[src/rtl/prog_loader.sv]
// prog_loader: write side of the program memory.
// Receives a framed byte stream from the host link and writes 16-bit
// instruction words into instruction memory at byte addresses stepping by 2.
// The DSP core is held in reset (core_hold) until a frame loads with a good
// checksum.
//
// Frame: SYNC, ADDR_HI (bits[3:0] used), ADDR_LO, COUNT (0 = 256 words),
//        COUNT x {DATA_HI, DATA_LO}, CSUM
//        CSUM = 8-bit sum of every byte after SYNC (excluding CSUM itself).
//
// Handshake: a byte transfers on a rising edge where in_valid & in_ready.
//   in_ready is 0 only while in reset and for the first cycle after it; the
//   loader never back-pressures after that. in_valid may drop at any time.
//
// Ports:
//   clk, reset_n        clock, asynchronous active-low reset
//   in_valid/in_data    host byte stream
//   in_ready            loader accepts a byte
//   imem_wr_en          one-cycle write strobe
//   imem_wr_addr        write byte address (ADDR_W bits)
//   imem_wr_data        write word {DATA_HI, DATA_LO}
//   core_hold           1 = DSP held in reset
//   done                sticky: last frame loaded with a good checksum
//   error               sticky: last frame had a bad checksum or timed out
//   state_dbg           current FSM state (IDLE encodes as 0)
module prog_loader #(
  parameter int          ADDR_W  = 12,
  parameter logic [7:0]  SYNC    = 8'hA5,
  parameter int          TIMEOUT = 1023
) (
  input  logic              clk,
  input  logic              reset_n,
  input  logic              in_valid,
  input  logic [7:0]        in_data,
  output logic              in_ready,
  output logic              imem_wr_en,
  output logic [ADDR_W-1:0] imem_wr_addr,
  output logic [15:0]       imem_wr_data,
  output logic              core_hold,
  output logic              done,
  output logic              error,
  output logic [2:0]        state_dbg
);

  localparam int TMO_W = $clog2(TIMEOUT + 1);

  typedef enum logic [2:0] {
    S_IDLE, S_ADDR_HI, S_ADDR_LO, S_COUNT, S_DATA_HI, S_DATA_LO, S_CHECK
  } state_t;

  state_t            state_q, state_d;
  logic [7:0]        csum_q, csum_d;
  logic [TMO_W-1:0]  tmo_q, tmo_d;
  logic [3:0]        hi_q, hi_d;
  logic [ADDR_W-1:0] addr_q, addr_d;
  logic [8:0]        words_q, words_d;
  logic [7:0]        dhi_q, dhi_d;
  logic              ready_q;
  logic              wr_en_q, wr_en_d;
  logic [ADDR_W-1:0] wr_addr_q, wr_addr_d;
  logic [15:0]       wr_data_q, wr_data_d;
  logic              hold_q, hold_d;
  logic              done_q, done_d;
  logic              error_q, error_d;
  logic              accept;

  assign accept       = in_valid & ready_q;
  assign in_ready     = ready_q;
  assign imem_wr_en   = wr_en_q;
  assign imem_wr_addr = wr_addr_q;
  assign imem_wr_data = wr_data_q;
  assign core_hold    = hold_q;
  assign done         = done_q;
  assign error        = error_q;
  assign state_dbg    = state_q;

  always_comb begin
    state_d   = state_q;
    csum_d    = csum_q;
    tmo_d     = tmo_q;
    hi_d      = hi_q;
    addr_d    = addr_q;
    words_d   = words_q;
    dhi_d     = dhi_q;
    wr_en_d   = 1'b0;
    wr_addr_d = wr_addr_q;
    wr_data_d = wr_data_q;
    hold_d    = hold_q;
    done_d    = done_q;
    error_d   = error_q;

    // Inter-byte watchdog: only runs mid-frame, cleared by any accepted byte.
    // The abort fires on the TIMEOUT-th consecutive idle cycle.
    if (state_q != S_IDLE) begin
      if (accept) begin
        tmo_d = '0;
      end else if (tmo_q == TMO_W'(TIMEOUT - 1)) begin
        tmo_d   = '0;
        state_d = S_IDLE;
        error_d = 1'b1;
        done_d  = 1'b0;
      end else begin
        tmo_d = tmo_q + TMO_W'(1);
      end
    end

    if (accept) begin
      case (state_q)
        S_IDLE: begin
          if (in_data == SYNC) begin
            done_d  = 1'b0;
            error_d = 1'b0;
            csum_d  = 8'h00;
            hold_d  = 1'b1;
            state_d = S_ADDR_HI;
          end
        end
        S_ADDR_HI: begin
          hi_d    = in_data[3:0];
          csum_d  = csum_q + in_data;
          state_d = S_ADDR_LO;
        end
        S_ADDR_LO: begin
          addr_d  = ADDR_W'({hi_q, in_data});
          csum_d  = csum_q + in_data;
          state_d = S_COUNT;
        end
        S_COUNT: begin
          words_d = (in_data == 8'h00) ? 9'd256 : {1'b0, in_data};
          csum_d  = csum_q + in_data;
          state_d = S_DATA_HI;
        end
        S_DATA_HI: begin
          dhi_d   = in_data;
          csum_d  = csum_q + in_data;
          state_d = S_DATA_LO;
        end
        S_DATA_LO: begin
          wr_en_d   = 1'b1;
          wr_addr_d = addr_q;
          wr_data_d = {dhi_q, in_data};
          // Address wraps naturally at 2^ADDR_W; odd start addresses stay odd.
          addr_d    = addr_q + ADDR_W'(2);
          words_d   = words_q - 9'd1;
          csum_d    = csum_q + in_data;
          state_d   = (words_q == 9'd1) ? S_CHECK : S_DATA_HI;
        end
        S_CHECK: begin
          if (in_data == csum_q) begin
            done_d = 1'b1;
            hold_d = 1'b0;
          end else begin
            error_d = 1'b1;
          end
          state_d = S_IDLE;
        end
        default: state_d = S_IDLE;
      endcase
    end
  end

  always_ff @(posedge clk or negedge reset_n) begin
    if (!reset_n) begin
      state_q   <= S_IDLE;
      csum_q    <= 8'h00;
      tmo_q     <= '0;
      hi_q      <= 4'h0;
      addr_q    <= '0;
      words_q   <= 9'd0;
      dhi_q     <= 8'h00;
      ready_q   <= 1'b0;
      wr_en_q   <= 1'b0;
      wr_addr_q <= '0;
      wr_data_q <= 16'h0000;
      hold_q    <= 1'b1;
      done_q    <= 1'b0;
      error_q   <= 1'b0;
    end else begin
      state_q   <= state_d;
      csum_q    <= csum_d;
      tmo_q     <= tmo_d;
      hi_q      <= hi_d;
      addr_q    <= addr_d;
      words_q   <= words_d;
      dhi_q     <= dhi_d;
      ready_q   <= 1'b1;
      wr_en_q   <= wr_en_d;
      wr_addr_q <= wr_addr_d;
      wr_data_q <= wr_data_d;
      hold_q    <= hold_d;
      done_q    <= done_d;
      error_q   <= error_d;
    end
  end

endmodule
[config.mk]
export PLATFORM = sky130hd
export DESIGN_NAME = prog_loader
export DESIGN_NICKNAME = d
export VERILOG_FILES = /design/src/rtl/prog_loader.sv
export SDC_FILE = /design/constraint.sdc
export NUM_CORES = 1
export LEC_CHECK = 0
export BUFFER_PORTS_ARGS = -buffer_cell sky130_fd_sc_hd__buf_2
export CORE_MARGIN = 3
export CORE_UTILIZATION = 60
export DETAILED_ROUTE_END_ITERATION = 8
export GPL_ROUTABILITY_DRIVEN = 0
export PLACE_DENSITY = 0.82
export SYNTH_ARGS = -nofsm -noshare
export SYNTH_HDL_FRONTEND = slang
export SYNTH_SLANG_ARGS = --single-unit
[constraint.sdc]
create_clock -name clk -period 5.3 [get_ports clk]
set_input_delay 0 -clock clk [delete_from_list [all_inputs] [get_ports clk]]
set_output_delay 0 -clock clk [all_outputs]
set_load 0.02 [all_outputs]
Word-level counts from Yosys, hierarchy flattened
Index checks and enable logic that the tools add are counted.
{"block": "op_classes", "addsub": 4, "n_eq_ne": 12, "mux": 33, "n_bitwise": 1, "n_reduce_logical": 15}
{"operator": "12-bit case mux with 2 select lines", "count": 1}
{"operator": "10-bit two-way mux", "count": 2}
{"operator": "3-bit case mux with 6 select lines", "count": 1}
{"operator": "9-bit case mux with 2 select lines", "count": 1}
{"operator": "1-bit two-way mux", "count": 16}
{"operator": "8-bit case mux with 2 select lines", "count": 1}
{"operator": "3-bit two-way mux", "count": 5}
{"operator": "12-bit by 2-bit adder with 12-bit output (second input constant)", "count": 1}
{"operator": "10-bit by 1-bit adder with 10-bit output (second input constant)", "count": 1}
{"operator": "10-bit == test (second input constant)", "count": 1}
{"operator": "2-bit AND reduction", "count": 5}
{"operator": "3-bit == test (second input constant)", "count": 3}
{"operator": "9-bit by 1-bit == test with 1-bit output (second input constant)", "count": 1}
{"operator": "9-bit two-way mux", "count": 1}
{"operator": "9-bit by 1-bit subtractor with 9-bit output (second input constant)", "count": 1}
{"operator": "8-bit adder", "count": 1}
{"operator": "8-bit == test", "count": 1}
{"operator": "8-bit == test (second input constant)", "count": 1}
{"operator": "8-bit zero test", "count": 1}
{"operator": "8-bit two-way mux", "count": 1}
{"operator": "2-bit nonzero test", "count": 4}
{"operator": "3-bit by 2-bit == test with 1-bit output (second input constant)", "count": 2}
{"operator": "1-bit case mux with 2 select lines", "count": 3}
{"operator": "5-bit OR reduction", "count": 1}
{"operator": "8 further kinds", "count": 9}
{"block": "totals", "regBits": 87, "inputBits": 11, "out_inout_bits": 36, "wordCells": 79}

Depth between registers and ports, before layout
{"block": "depth", "depth_word": 7, "depth_mapped": 8, "ltp_nobuf": 8}

Worst setup path after synthesis
Ideal clock, no wire load.
{"block": "synth_path", "kind": "register to register", "start": "register csum_q[1]", "end": "register csum_q[7]", "t_arrival_ns": 1.676, "t_required_ns": 5.176, "path_slack_ns": 3.500, "stages_incl_launch_ff": 7, "path_buffers": 0, "period_less_slack_ns": 1.800, "cell_sequence": "dfrtp_1 > ha_1 > a211o_1 > a211oi_1 > o211ai_1 > and3_1 > a211o_1"}
{"block": "synth_via", "elab_chain_len": 2}
{"element": "from (decl)", "line_no": "52", "rtl": "logic [7:0] csum_q, csum_d;"}
{"element": "from (signal assigned)", "line_no": "180", "rtl": "csum_q <= csum_d;"}
{"element": "8-bit adder"}
{"element": "8-bit case mux with 2 select lines", "line_no": "108", "rtl": "case (state_q)"}
Every way passes these cells.
A chain may end at the register's enable or synchronous reset.

Worst setup path after layout
{"block": "layout_path", "start": "register state_q[0] (netlist: state_dbg[0])", "end": "register wr_data_q[10] (netlist: imem_wr_data[10])"}
{"block": "layout_via", "elab_chain_len": 2}
{"element": "from (decl)", "line_no": "51", "rtl": "state_t state_q, state_d;"}
{"element": "from (signal assigned)", "line_no": "179", "rtl": "state_q <= state_d;"}
{"element": "3-bit == test", "line_no": "108"}
{"element": "2-bit AND reduction (no line)"}
{"element": "to (signal assigned)", "line_no": "189", "rtl": "wr_data_q <= wr_data_d;"}
{"element": "to (decl)", "line_no": "61", "rtl": "logic [15:0] wr_data_q, wr_data_d;"}
Every way passes these cells.

==> results.yml <==
setup_path:
  cp.arrival_ps: 2910
  cp-end-kind: "flip-flop"
  r2r_end: "imem_wr_data[10]$_DFFE_PN0P_"
  reg2reg_depth: 4
  crit_slowest_cell: "nand3b_1"
  rrSetupSlack_ps: 2650
  critPathKind: "reg -> reg"
  slowest_delay_ps: 820
  critPathLaunchType: "flip-flop"
  crit_chain: "nand3b_1 -> nor2_2 -> buf_4 -> mux2_2"
  crit_fanout: 29
  required_ps: 5560
  timing.rr.start: "state_dbg[0]$_DFF_PN0_"
clock_tree:
  insertion_delay_ps: 370
  cts.sink_count: 87
  cts.repair.resized: 0
  cts_root_buf: "clkbuf_8"
  cts_buffer_depth: 2
  cts_inserted_buffers: 9
  htreeDepth: 3
  cts_tree: "built"
  cts_setup_buffers: 0
  path_clk_slew_ps: 100
worst_hold_path:
  hold_end: "imem_wr_data[1]$_DFFE_PN0P_"
  min_path_type: "in -> reg"
  min_from: "in_data[1]"
  whs_path_depth: 2
sta:
  hold_ws_ps: 22.38
  clock.fmax_ghz: 0.3775
  finClkSkew_ps: 7.476
  finalCritPeriodShare: 0.4999
  hold_viol: 0
  max_slew.worst_pin.slew_ps: 1087
  rsz0062_at_grt: "no"
  slew_viol_final: 0
  timing.setup.tns_ps: 0
  finalSetupViolCount: 0
  finalCriticalPeriod_ps: 2649
  relSlewSlack: 0.2733
floorplan:
  die_h_um: 91.35
  core_um2: 6944
  fp-row-count: 30
  die_area_um2: 8344
  fp.dieW_um: 91.35
  ios: 47
  initial_core_util: 0.6294
routing:
  drc: 0
  postRouteAntennaNets: 0
  first_iter_violations: 213
  wl_um: 9257
  vias: 3350
  firstDrtPassIters: 5
  wl_per_cell_um: 16.71
  vias_per_cell: 6.047
synthesis:
  synth_warnings: 0
  syn-cell-area_um2: 4370
  async_flop_share: 1.000
  synth_edf_count: 0
  synth_cell_types: 62
  synthCells: 409
  syn_avg_cell_area_um2: 10.69
  synth_seq_area_share: 0.4984
  synth-main-ff-cell: "dfrtp_1"
  synth_nets: 433
  ys_ff_latch: 87
finish:
  antenna_cells: 0
  syn_to_final_growth_pct: 11.25
  fin_util: 0.7002
  postLayoutCellArea_um2: 4862
  nets: 477
  drive_gt1_frac: 0.2533
global_routing:
  antenna_found_initial: 0
  grt_max_degree: 88
  grt_pass1_vias: 3328
  grtUsageTotal: 0.2407
  grt_pass1_wl_um: 15930
  grt-ovfl-total: 0
pwr:
  total_power_mw: 1.752
  power_density_nw_per_um2: 360.4
  leakage_nw: 2.376
  irDropWorstVdd_uv: 211.0
run_status:
  run_status: "complete, no violations"
placement:
  hpwl_um: 6280
  place_area_um2: 4633
  io_buffers: 46
flow_run:
  cap_viol_max_count: 0
-- cells by family after synthesis --
group	share of synthesized area
mux	0.1079
simple gates	0.1492
compound gates	0.1472
flops	0.4984
buf+inv	0.03149
other cells	0.0008580
fa+ha+maj	0.03893
xor+xnor	0.02605
-- critical path, delay by kind of cell (launching register included) --
family	cells	cell delay [ps]
muxes	1	390
buffers and inverters	1	360
DFF	1	650
and+or+nand+nor	2	1120
-- sequential cells by signal (all words and copies together), names as in the netlist --
register	flops
imem_wr_addr	12
hi_q	4
addr_q	12
state_dbg	3
words_q	9
done	1
in_ready	1
csum_q	8
core_hold	1
imem_wr_en	1
error	1
tmo_q	10
imem_wr_data	16
dhi_q	8
-- where the power goes --
group	internal, mW	total (mW)	switching [mW]
Sequential	0.777	0.897	0.121
Combinational	0.175	0.396	0.221
Clock	0.186	0.460	0.273
Total	1.14	1.75	0.615
-- routing by layer --
metal / vias to the layer above / GRT usage / wire, um
met2: 103 / 0.3924 / 4533
met5: - / 0 / 0
met4: 0 / 0.09925 / 182
met3: 17 / 0.03977 / 419
li1: 1578 / - / -
met1: 1652 / 0.3208 / 4121
-- cell type report --
class	count	area, um^2
Inverter	10	37.54
Tap cell	96	120.1
Clock buffer	9	123.9
Fill cell	496	2082
Multi-Input combinational cell	295	2057
Timing Repair Buffer	50	270.3
Sequential cell	87	2178
Clock inverter	7	75.07
-- timing repair --
action                     4_1_cts  5_1_grt
hold endpoints to repair        90        0
setup endpoints to repair        0        0
hold buffers                     3        0
-- synthesized netlist by cell type (3+ instances only) --
cell	instances	area, um^2
a21o_1	5	37.54
a21oi_1	24	120.1
a22oi_1	3	22.52
a31oi_1	6	37.54
and3_1	4	25.02
and4_1	3	26.28
buf_2	8	40.04
buf_6	3	33.78
clkbuf_1	3	11.26
dfrtp_1	86	2152
ha_1	12	150.1
inv_1	10	37.54
mux2_2	41	461.7
nand2_1	28	105.1
nand2b_1	5	31.28
nand3_1	12	60.06
nand4_1	5	31.28
nor2_1	34	127.6
nor3_1	13	65.06
nor4_1	3	18.77
o21ai_0	35	175.2
o31ai_1	5	37.54
xnor2_1	4	35.03
xor2_1	9	78.83
-- worst max-delay path by stage --
stage                           startpoint                            to
floorplan            csum_q[1]$_DFFE_PN0P_         csum_q[7]$_DFFE_PN0P_
global placement    state_dbg[1]$_DFF_PN0_   imem_wr_addr[5]$_DFFE_PN0P_
detailed placement  state_dbg[0]$_DFF_PN0_  imem_wr_data[10]$_DFFE_PN0P_
CTS                 state_dbg[0]$_DFF_PN0_  imem_wr_data[10]$_DFFE_PN0P_
global route        state_dbg[0]$_DFF_PN0_   imem_wr_addr[4]$_DFFE_PN0P_
finish              state_dbg[0]$_DFF_PN0_  imem_wr_data[10]$_DFFE_PN0P_
-- per-stage QoR --
stage / cells / worst slack [ps]
finish: 554 / 2651
CTS: 554 / 2688
global placement: 535 / 2795
global route: 554 / 2368
detailed placement: 535 / 2703
floorplan: 409 / 3500
-- layout by cell type, fill, tap and decap left out, types with 3 or more instances in the layout --
| master | count |
|---|---|
| dfrtp_1 | 86 |
| buf_2 | 45 |
| mux2_2 | 41 |
| o21ai_0 | 35 |
| nor2_1 | 33 |
| nand2_1 | 28 |
| a21oi_1 | 24 |
| nor3_1 | 13 |
| nand3_1 | 12 |
| ha_1 | 12 |
| inv_1 | 10 |
| xor2_1 | 9 |
| clkbuf_8 | 9 |
| a31oi_1 | 6 |
| nand2b_1 | 5 |
| o31ai_1 | 5 |
| nand4_1 | 5 |
| a21o_1 | 5 |
| xnor2_1 | 4 |
| and3_1 | 4 |
| nor4_1 | 3 |
| and4_1 | 3 |
| a22oi_1 | 3 |
| inv_8 | 3 |
| dlygate4sd3_1 | 3 |
No activity file was read; power rests on OpenSTA's default activity.
